**src/rtl/spi_pkg.sv**
```systemverilog
// Shared SPI definitions: FSM state encoding, mode-0 constants and byte width.
// The master and slave blocks both import this package.
package spi_pkg;

    typedef enum logic [2:0] {
        IDLE  = 3'd0,
        SETUP = 3'd1,
        XFER  = 3'd2,
        WAIT  = 3'd3,
        HOLD  = 3'd4
    } state_t;

    localparam logic       CPOL   = 1'b0;
    localparam logic       CPHA   = 1'b0;
    localparam int         BYTE_W = 8;
    // One byte spans 8 rising plus 8 falling SCK edges.
    localparam logic [4:0] EDGES  = 5'd16;

endpackage

```
**src/rtl/spi_master_if.sv**
```systemverilog
// User-side byte handshake plus SPI pins of the SPI master.
// The master modport is the controller's view; the slave modport is the user/peripheral side.
interface spi_master_if import spi_pkg::*; ();

    logic              start_i;
    logic [BYTE_W-1:0] tx_data_i;
    logic              last_i;
    logic [BYTE_W-1:0] rx_data_o;
    logic              busy_o;
    logic              done_o;
    logic              spi_sck_o;
    logic              spi_mosi_o;
    logic              spi_miso_i;
    logic              spi_cs_o;

    modport master (
        input  start_i, tx_data_i, last_i, spi_miso_i,
        output rx_data_o, busy_o, done_o, spi_sck_o, spi_mosi_o, spi_cs_o
    );

    modport slave (
        output start_i, tx_data_i, last_i, spi_miso_i,
        input  rx_data_o, busy_o, done_o, spi_sck_o, spi_mosi_o, spi_cs_o
    );

endinterface

```
**src/rtl/spi_sck_gen.sv**
```systemverilog
// SCK generator: counts CLK_DIV cycles per half-period while enabled and toggles SCK.
// The strobes are high in the cycle before the edge, so the edge and the strobe share a clk_i edge.
module spi_sck_gen import spi_pkg::*; #(
    parameter int CLK_DIV = 4
) (
    input  logic clk_i,
    input  logic rst_i,
    input  logic en,
    output logic rise_stb,
    output logic fall_stb,
    output logic sck_o
);

    localparam int            CW       = $clog2(CLK_DIV + 1);
    localparam logic [CW-1:0] CNT_LAST = CW'(CLK_DIV - 1);

    logic [CW-1:0] cnt;
    logic          sck_q;
    logic          half_end;

    assign half_end = en && (cnt == CNT_LAST);
    assign rise_stb = half_end && !sck_q;
    assign fall_stb = half_end && sck_q;
    assign sck_o    = sck_q;

    always_ff @(posedge clk_i or posedge rst_i) begin
        if (rst_i) begin
            cnt   <= '0;
            sck_q <= CPOL;
        end else if (!en) begin
            cnt   <= '0;
        end else begin
            cnt <= half_end ? '0 : cnt + CW'(1);
            if (half_end)
                sck_q <= ~sck_q;
        end
    end

endmodule

```
**src/rtl/spi_master.sv**
```systemverilog
// SPI mode-0 master: byte-at-a-time transfers, MSB first, CS optionally held across bytes.
// FSM, shift registers and user handshake; SCK timing comes from spi_sck_gen.
module spi_master import spi_pkg::*; #(
    parameter int CLK_DIV  = 4,
    parameter int CS_SETUP = 2,
    parameter int CS_HOLD  = 2
) (
    input  logic         clk_i,
    input  logic         rst_i,
    spi_master_if.master bus
);

    localparam int              PH_MAX     = (CS_SETUP > CS_HOLD) ? CS_SETUP : CS_HOLD;
    localparam int              PH_W       = $clog2(PH_MAX + 1);
    localparam logic [PH_W-1:0] SETUP_LAST = PH_W'(CS_SETUP - 1);
    localparam logic [PH_W-1:0] HOLD_LAST  = PH_W'(CS_HOLD - 1);

    state_t            state, state_nxt;
    logic              accept;
    logic              sck_en, rise_stb, fall_stb;
    logic [PH_W-1:0]   ph_cnt;
    logic [4:0]        edge_cnt;
    logic [BYTE_W-2:0] tx_shift;
    logic [BYTE_W-1:0] rx_shift;
    logic [BYTE_W-1:0] rx_data_q;
    logic              last_q, done_q, cs_q, mosi_q;

    spi_sck_gen #(.CLK_DIV(CLK_DIV)) u_sck (
        .clk_i    (clk_i),
        .rst_i    (rst_i),
        .en       (sck_en),
        .rise_stb (rise_stb),
        .fall_stb (fall_stb),
        .sck_o    (bus.spi_sck_o)
    );

    always_ff @(posedge clk_i or posedge rst_i) begin
        if (rst_i) state <= IDLE;
        else       state <= state_nxt;
    end

    // done_q blocks acceptance so a start on the done cycle is dropped.
    always_comb begin
        state_nxt = state;
        accept    = 1'b0;
        sck_en    = 1'b0;
        case (state)
            IDLE: if (bus.start_i) begin
                accept    = 1'b1;
                state_nxt = SETUP;
            end
            SETUP: if (ph_cnt == SETUP_LAST) state_nxt = XFER;
            XFER: begin
                sck_en = (edge_cnt != EDGES);
                if (edge_cnt == EDGES) state_nxt = last_q ? HOLD : WAIT;
            end
            WAIT: if (bus.start_i && !done_q) begin
                accept    = 1'b1;
                state_nxt = XFER;
            end
            HOLD: if (ph_cnt == HOLD_LAST) state_nxt = IDLE;
            default: state_nxt = IDLE;
        endcase
    end

    always_ff @(posedge clk_i or posedge rst_i) begin
        if (rst_i) begin
            ph_cnt    <= '0;
            edge_cnt  <= '0;
            tx_shift  <= '0;
            rx_shift  <= '0;
            rx_data_q <= '0;
            last_q    <= 1'b0;
            done_q    <= 1'b0;
            cs_q      <= 1'b1;
            mosi_q    <= 1'b0;
        end else begin
            done_q <= 1'b0;

            if (state_nxt != state)                ph_cnt <= '0;
            else if (state == SETUP || state == HOLD) ph_cnt <= ph_cnt + PH_W'(1);

            if (state != XFER)               edge_cnt <= '0;
            else if (rise_stb || fall_stb)   edge_cnt <= edge_cnt + 5'd1;

            // MSB goes straight to MOSI; the rest waits in tx_shift.
            if (accept) begin
                tx_shift <= bus.tx_data_i[BYTE_W-2:0];
                mosi_q   <= bus.tx_data_i[BYTE_W-1];
                last_q   <= bus.last_i;
                cs_q     <= 1'b0;
            end

            if (rise_stb)
                rx_shift <= {rx_shift[BYTE_W-2:0], bus.spi_miso_i};

            if (fall_stb) begin
                mosi_q   <= tx_shift[BYTE_W-2];
                tx_shift <= {tx_shift[BYTE_W-3:0], 1'b0};
            end

            if (state == XFER && edge_cnt == EDGES) begin
                rx_data_q <= rx_shift;
                done_q    <= 1'b1;
            end

            if (state == HOLD && ph_cnt == HOLD_LAST)
                cs_q <= 1'b1;
        end
    end

    assign bus.rx_data_o  = rx_data_q;
    assign bus.done_o     = done_q;
    assign bus.busy_o     = done_q || !(state == IDLE || state == WAIT);
    assign bus.spi_cs_o   = cs_q;
    assign bus.spi_mosi_o = mosi_q;

endmodule
```
**src/flat_wrapper.sv**
```systemverilog
// flat-port wrapper written by rule: the top's interface ports become plain ports
module spi_master_flat import spi_pkg::*;
#(
    parameter int CLK_DIV  = 4,
    parameter int CS_SETUP = 2,
    parameter int CS_HOLD  = 2
)
  (clk_i, rst_i, bus_start_i, bus_tx_data_i, bus_last_i, bus_spi_miso_i, bus_rx_data_o, bus_busy_o, bus_done_o, bus_spi_sck_o, bus_spi_mosi_o, bus_spi_cs_o);
  spi_master_if bus_i ();
  input  logic clk_i;
  input  logic rst_i;
  input wire logic [$bits(bus_i.start_i)-1:0] bus_start_i;
  input wire logic [$bits(bus_i.tx_data_i)-1:0] bus_tx_data_i;
  input wire logic [$bits(bus_i.last_i)-1:0] bus_last_i;
  input wire logic [$bits(bus_i.spi_miso_i)-1:0] bus_spi_miso_i;
  output wire logic [$bits(bus_i.rx_data_o)-1:0] bus_rx_data_o;
  output wire logic [$bits(bus_i.busy_o)-1:0] bus_busy_o;
  output wire logic [$bits(bus_i.done_o)-1:0] bus_done_o;
  output wire logic [$bits(bus_i.spi_sck_o)-1:0] bus_spi_sck_o;
  output wire logic [$bits(bus_i.spi_mosi_o)-1:0] bus_spi_mosi_o;
  output wire logic [$bits(bus_i.spi_cs_o)-1:0] bus_spi_cs_o;
  assign bus_i.start_i = bus_start_i;
  assign bus_i.tx_data_i = bus_tx_data_i;
  assign bus_i.last_i = bus_last_i;
  assign bus_i.spi_miso_i = bus_spi_miso_i;
  assign bus_rx_data_o = bus_i.rx_data_o;
  assign bus_busy_o = bus_i.busy_o;
  assign bus_done_o = bus_i.done_o;
  assign bus_spi_sck_o = bus_i.spi_sck_o;
  assign bus_spi_mosi_o = bus_i.spi_mosi_o;
  assign bus_spi_cs_o = bus_i.spi_cs_o;
  spi_master #(.CLK_DIV(CLK_DIV), .CS_SETUP(CS_SETUP), .CS_HOLD(CS_HOLD)) u_core (.clk_i(clk_i), .rst_i(rst_i), .bus(bus_i));
endmodule
```
**config.mk**
```make
export PLATFORM = sky130hd
export DESIGN_NAME = spi_master_flat
export DESIGN_NICKNAME = d
export VERILOG_FILES = /design/src/rtl/spi_pkg.sv /design/src/rtl/spi_master_if.sv /design/src/rtl/spi_sck_gen.sv /design/src/rtl/spi_master.sv /design/src/flat_wrapper.sv
export SDC_FILE = /design/constraint.sdc
export NUM_CORES = 1
export LEC_CHECK = 0
export BUFFER_PORTS_ARGS = -buffer_cell sky130_fd_sc_hd__buf_2
export CAP_MARGIN = 20
export CORE_MARGIN = 2
export CORE_UTILIZATION = 30
export DETAILED_ROUTE_END_ITERATION = 10
export SYNTH_ARGS = -nofsm -noshare
export SYNTH_HDL_FRONTEND = slang
export SYNTH_HIERARCHICAL = 1
export SYNTH_SLANG_ARGS = --single-unit
```
**constraint.sdc**
```tcl
create_clock -name clk_i -period 1.95 [get_ports clk_i]
set_clock_uncertainty 0.1 [all_clocks]
set_input_delay 0.195 -clock clk_i [delete_from_list [all_inputs] [get_ports clk_i]]
set_output_delay 0.195 -clock clk_i [all_outputs]
set_load 0.05 [all_outputs]
```
Yosys cells after proc, flatten, opt, wreduce, memory -nomap -nowiden
Index checks and enable logic that the tools add are counted.
{ "totals": {"regBits": 41, "latchBits": 0, "mem_bits_rw": 0, "rom_bits": 0, "inputBits": 13, "out_inout_bits": 13, "elab_cells": 69, "memories": 0} }
{ "op_classes": {"add_sub_neg": 3, "n_mul": 0, "div": 0, "order_cmp": 0, "n_eq_ne": 10, "shifts": 0, "muxes": 24, "bitwise_logic": 1, "n_reduce_logical": 19} }
{ "ops": {"columns": ["cell", "n"], "rows": [
  ["2-to-1 mux 3 bit", 8],
  ["one-hot mux 3 bit (5 select lines)", 1],
  ["2-to-1 mux 7 bit", 2],
  ["2-to-1 mux 5 bit", 2],
  ["== test 3 x 2 -> 1 bit (second input constant)", 3],
  ["2-to-1 mux 1 bit", 8],
  ["nonzero test 2 bit", 4],
  ["logical AND 1 bit", 6],
  ["adder 5 x 1 -> 5 bit (second input constant)", 1],
  ["== test 5 bit (second input constant)", 1],
  ["inequality test 5 bit (second input constant)", 1],
  ["logical OR 1 bit", 4],
  ["2-to-1 mux 2 bit", 2],
  ["adder 3 x 1 -> 3 bit (second input constant)", 1],
  ["== test 3 x 1 -> 1 bit (second input constant)", 1],
  ["== test 3 bit (second input constant)", 1],
  ["logical NOT 1 bit", 3],
  ["logical NOT 3 bit", 1],
  ["inequality test 3 x 2 -> 1 bit (second input constant)", 1],
  ["inequality test 3 bit", 1],
  ["adder 2 x 1 -> 2 bit (second input constant)", 1],
  ["== test 2 x 1 -> 1 bit (second input constant)", 1],
  ["one-hot mux 1 bit (2 select lines)", 1],
  ["AND reduction 2 bit", 1],
  ["inverter 1 bit", 1]
]} }

Depth between registers and ports, before layout
{ "logic_depth": {"word_depth": 7, "ltp_mapped": 11, "mapped_depth_nobuf": 10} }

By module
Netlist, hierarchy kept.
{ "by_module_without_submodules": {"columns": ["mod", "n_inst", "cells_per_inst", "area_per_inst_um2", "seq_area_each_um2"], "rows": [
  ["spi_master", 1, 160, 1780.5, 927.1],
  ["spi_sck_gen", 1, 14, 178.9, 100.1]
]} }

Worst setup path after synthesis
OpenSTA, ideal clock, no wires.
{ "synth_path": {"kind": "register -> register", "from": "register u_core.edge_cnt[0]", "to": "register u_core.edge_cnt[2]", "t_arrival_ns": 1.792, "required_ns": 1.730, "slack_ns": -0.063, "stages_incl_launch_ff": 12, "path_buffers": 1, "period_less_slack_ns": 2.013, "cell_sequence": "dfrtp_1 -> inv_1 -> ha_1 -> nand2_1 -> nor3_4 -> nor2_1 -> nand3b_1 -> nor2_1 -> buf_2 -> o21ai_0 -> xor2_1 -> nor2_1"} }
{ "synth_via": {"elab_chain_cells": 6} }
{ "synth_rtl": {"columns": ["item", "line", "rtl"], "rows": [
  ["start, declared", "spi_master.sv:22", "logic [4:0] edge_cnt;"],
  ["start signal, assigned", "spi_master.sv:84", "else if (rise_stb || fall_stb) edge_cnt <= edge_cnt + 5'd1;"],
  ["inequality test 5 bit", "spi_master.sv:54", "sck_en = (edge_cnt != EDGES);"],
  ["2-to-1 mux 1 bit", "spi_master.sv:47", "case (state)"],
  ["named net u_core.sck_en", "spi_master.sv:20", "logic sck_en, rise_stb, fall_stb;"],
  ["logical AND 1 bit", "spi_sck_gen.sv:21", "assign half_end = en && (cnt == CNT_LAST);"],
  ["logical AND 1 bit", "spi_sck_gen.sv:22", "assign rise_stb = half_end && !sck_q;"],
  ["named net u_core.rise_stb", "spi_master.sv:20", null],
  ["logical OR 1 bit", "spi_master.sv:84", null],
  ["nonzero test 2 bit (no line)", null, null]
]} }
The timed path passes the listed nets, and every way through them passes these cells. The select of a mux whose other input is x is not followed.
A chain may end at the register's enable or synchronous reset.

Final worst setup path
{ "layout_path": {"from": "register u_core.edge_cnt[1]", "to": "register u_core.edge_cnt[4]"} }
Same word-level chain as after synthesis.

==> metrics <==
run status=complete, no violations; instance count along the most critical hold path=3; number of standard cells in the layout, taps in and fillers out=294; number of antenna violations at the first check in global routing=0; Cell variety after synth=41; Vias=1,370; Comb pwr share=32.0%; placed inst area=2220 um^2; largest vdd supply drop=0.516 mV; highest fanout seen on the critical path=5; final global-route overflow total=0; Total Nets Final=233; Critical Path Sink Type=flop; Peak Freq=520 MHz; HPWL after detailed placement=2480 um; number of buffers added on ports=25; final wirelength=3730 um; part of the power in the clock network=24.6%; cell at the root of the clock tree=sky130_fd_sc_hd__clkbuf_8; EDFF count, synth=0; Placement Setup Slack=-0.0473 ns; cell count after synthesis=174; Worst Slack Setup Final=0.0254 ns; actual slew at the worst max-slew pin=0.471 ns; leading cell types by total area after synthesis=sky130_fd_sc_hd__dfrtp_1, sky130_fd_sc_hd__mux2_4, sky130_fd_sc_hd__a21oi_1; setup repair after global routing missed its margin=true; Clock Latency Late Sink=0.29 ns; most frequently used flop master after synthesis=sky130_fd_sc_hd__dfrtp_1; area share of the leading cell type in the synthesized netlist=51.1%; main combinational cell family by area after synthesis=simple AND/OR/NAND/NOR gates; hold crit path type=in2reg; cell taking the most area after synthesis=sky130_fd_sc_hd__dfrtp_1; cts bufs inserted=5; pwr/cell area=1160 nW/um^2; Net Switching=925 uW; post-layout total power=2.85 mW; part of the power in registers=43.5%; Synth Net Count=191; count of pins on the block boundary=26; startpoint type of the worst setup path=flop; mux share of post-synthesis cell area=11.2%; clock sink total=41; number of max-slew violations in the final report=0; maximum root-to-sink buffer count=2; Crit Path Class=reg2reg; routed wire length per instance=12.7 um; Initial DRT Pass Iterations=4; overall routing resource usage=10.7%; wire length of the first global-routing pass=6290 um; TritonCTS clock tree=done; Final setup viols=0; Async S/R FF share, synth=100%; worst-case hold slack=0.00979 ns; area of the multi-input gates=901 um^2; warnings from Yosys=6; Syn Std Cell Area=1960 um^2; average via count per standard cell=4.66; Core Util, Final=38.5%; ratio of cells with drive above 1 in the final layout=40.6%; core area=6350 um^2; vias in the first global route=1,387; clock-pin slew reported for the worst setup and hold paths after clock tree synthesis=0.08 ns; critical path required time=2.03 ns; setup TNS=0 ns; die area=7190 um^2; # rows=29; area delta synth->final=24.9%; H-tree depth=2; simple-gate share of the synthesized area=16.5%; layout filler cell count=621; share of the synthesized netlist area taken by xor and xnor gates=3.13%; area taken by flip-flops and latches=1030 um^2; adder-cell share of the synthesized area=2.55%; number of max-cap violations=0; share of the clock period used by the worst path=98.7%; shortest clock period the worst path allows after layout=1.92 ns; Avg Inst Size Synth=11.3 um^2; final non-filler cell area=2450 um^2; compound-gate portion of the synthesized area=9.07%; cell with the most instances after synthesis=sky130_fd_sc_hd__dfrtp_1; number of remaining DRC errors=0; remaining antenna violation count=0; starting density of the core=30.9%; number of cells after detailed placement=281; fraction of the yosys area taken by sequential cells=52.4%; pin count of the biggest net entering global routing=38; final weighted congestion in routability-driven placement=0.823; leakage power total=1.19 nW; total internal power=1.92 mW; DRC marker count from the first detailed-route iteration=78; switch share=32.5%; number of synthesized register bits=41; final-report hold violation count=0; depth of the worst register-to-register path=11; chip width=84.8 um; headroom to the max-slew limit=68.6%; most used standard cells in the synthesized netlist=sky130_fd_sc_hd__dfrtp_1, sky130_fd_sc_hd__a21oi_1, sky130_fd_sc_hd__nand2_1; height of the die=84.8 um; number of diodes added for antenna fixing=0; worst endpoint data arrival time=2.00 ns
## kinds of logic (layout without fill, tap and decap cells)
kind of cell               after synthesis  count (layout)
DFF                                     41              41
buffers and inverters                   17              60
adders and majority gates                4               4
AOI/OAI and AO/OA                       32              32
and+or+nand+nor                         56              56
muxes                                   17              17
xor gates and xnor gates                 7               7
## flip-flops by register name, summed over array words and instances (netlist names)
signal / count
u_core/bus.done_o: 1
u_core/bus.rx_data_o: 8
u_core/bus.spi_cs_o: 1
u_core/bus.spi_mosi_o: 1
u_core/edge_cnt: 5
u_core/last_q: 1
u_core/ph_cnt: 2
u_core/rx_shift: 8
u_core/state: 3
u_core/tx_shift: 7
u_core/u_sck/cnt: 3
u_core/u_sck/sck_o: 1
## path summary, 6_finish.rpt
kind / startpoint / endpoint / slack (ns)
setup / recovery: u_core/edge_cnt[1] / u_core/edge_cnt[4] / 0.03
hold / removal: bus_last_i / u_core/last_q / 0.01
setup reg to reg: u_core/edge_cnt[1] / u_core/edge_cnt[4] / 0.03
hold reg to reg: u_core/u_sck/cnt[0] / u_core/u_sck/cnt[0] / 0.36
max in group asynchronous: rst_i / u_core/state[1] / 0.92
min in group asynchronous: rst_i / u_core/u_sck/sck_o / 0.23
## what timing repair did
item | in CTS | in global routing
hold buffers | 1 | 0
endpoints found under the setup margin | 5 | 17
setup buffers | 1 | 3
hold endpoints to repair | 40 | 0
resized for setup | 1 | 16
pin swaps | 1 | 10
## layout by cell type (no fill, tap or decap), types with 2 or more instances in the layout
cell type / count
sky130_fd_sc_hd__nand4_1: 2
sky130_fd_sc_hd__o21ai_0: 5
sky130_fd_sc_hd__inv_1: 5
sky130_fd_sc_hd__mux2_4: 8
sky130_fd_sc_hd__buf_6: 2
sky130_fd_sc_hd__nand3b_1: 2
sky130_fd_sc_hd__a21oi_2: 2
sky130_fd_sc_hd__o21ai_2: 2
sky130_fd_sc_hd__clkbuf_8: 6
sky130_fd_sc_hd__nor2_2: 3
sky130_fd_sc_hd__mux2_2: 8
sky130_fd_sc_hd__nand2_1: 16
sky130_fd_sc_hd__a21oi_1: 18
sky130_fd_sc_hd__or3_1: 3
sky130_fd_sc_hd__dfrtp_1: 39
sky130_fd_sc_hd__inv_2: 3
sky130_fd_sc_hd__xor2_1: 3
sky130_fd_sc_hd__ha_1: 3
sky130_fd_sc_hd__nor2_1: 4
sky130_fd_sc_hd__nor2b_1: 8
sky130_fd_sc_hd__and3_1: 2
sky130_fd_sc_hd__buf_4: 15
sky130_fd_sc_hd__xnor2_1: 4
sky130_fd_sc_hd__o21ai_1: 2
sky130_fd_sc_hd__buf_2: 25
sky130_fd_sc_hd__nand3_1: 3
## power groups by stage
stage	registers, mW	clock network [mW]	logic [mW]
final	1.24	0.700	0.910
after global routing	1.28	0.764	1.01
after CTS	1.23	0.731	0.829
after detailed placement	1.24	0	0.820
after global placement	1.24	0	0.794
after floorplan	1.28	0	0.535
## cell type report
| type | instances | share of cell area (%) |
|---|---|---|
| clock buffer | 7 | 3.53 |
| multi-input combinational | 116 | 36.8 |
| clock inverter | 1 | 1.23 |
| inverter | 9 | 1.43 |
| sequential | 41 | 42.0 |
| timing repair buffer | 43 | 11.0 |
| tap | 77 | 3.94 |
## metal layers
metal	up-vias	part of all wire [%]	global-route usage [%]
met1	670	49	14.6
met3	5	3.7	2.72
met4	0	1.3	3.32
met2	23	46	16.8
li1	672	-	-
met5	-	0	0
## worst max-delay path: stages, from the launching register on
cell and delay, ns:
sky130_fd_sc_hd__dfrtp_1 0.38, sky130_fd_sc_hd__inv_2 0.06, sky130_fd_sc_hd__ha_4 0.16, sky130_fd_sc_hd__nand2_4 0.06, sky130_fd_sc_hd__nor3_4 0.04, sky130_fd_sc_hd__nor2_2 0.13
sky130_fd_sc_hd__nand3b_1 0.16, sky130_fd_sc_hd__nor2_4 0.18, sky130_fd_sc_hd__buf_6 0.14, sky130_fd_sc_hd__o2111ai_4 0.12, sky130_fd_sc_hd__xor2_1 0.22, sky130_fd_sc_hd__nor2_1 0.08
Note: power is estimated with default switching activity, not from simulation.
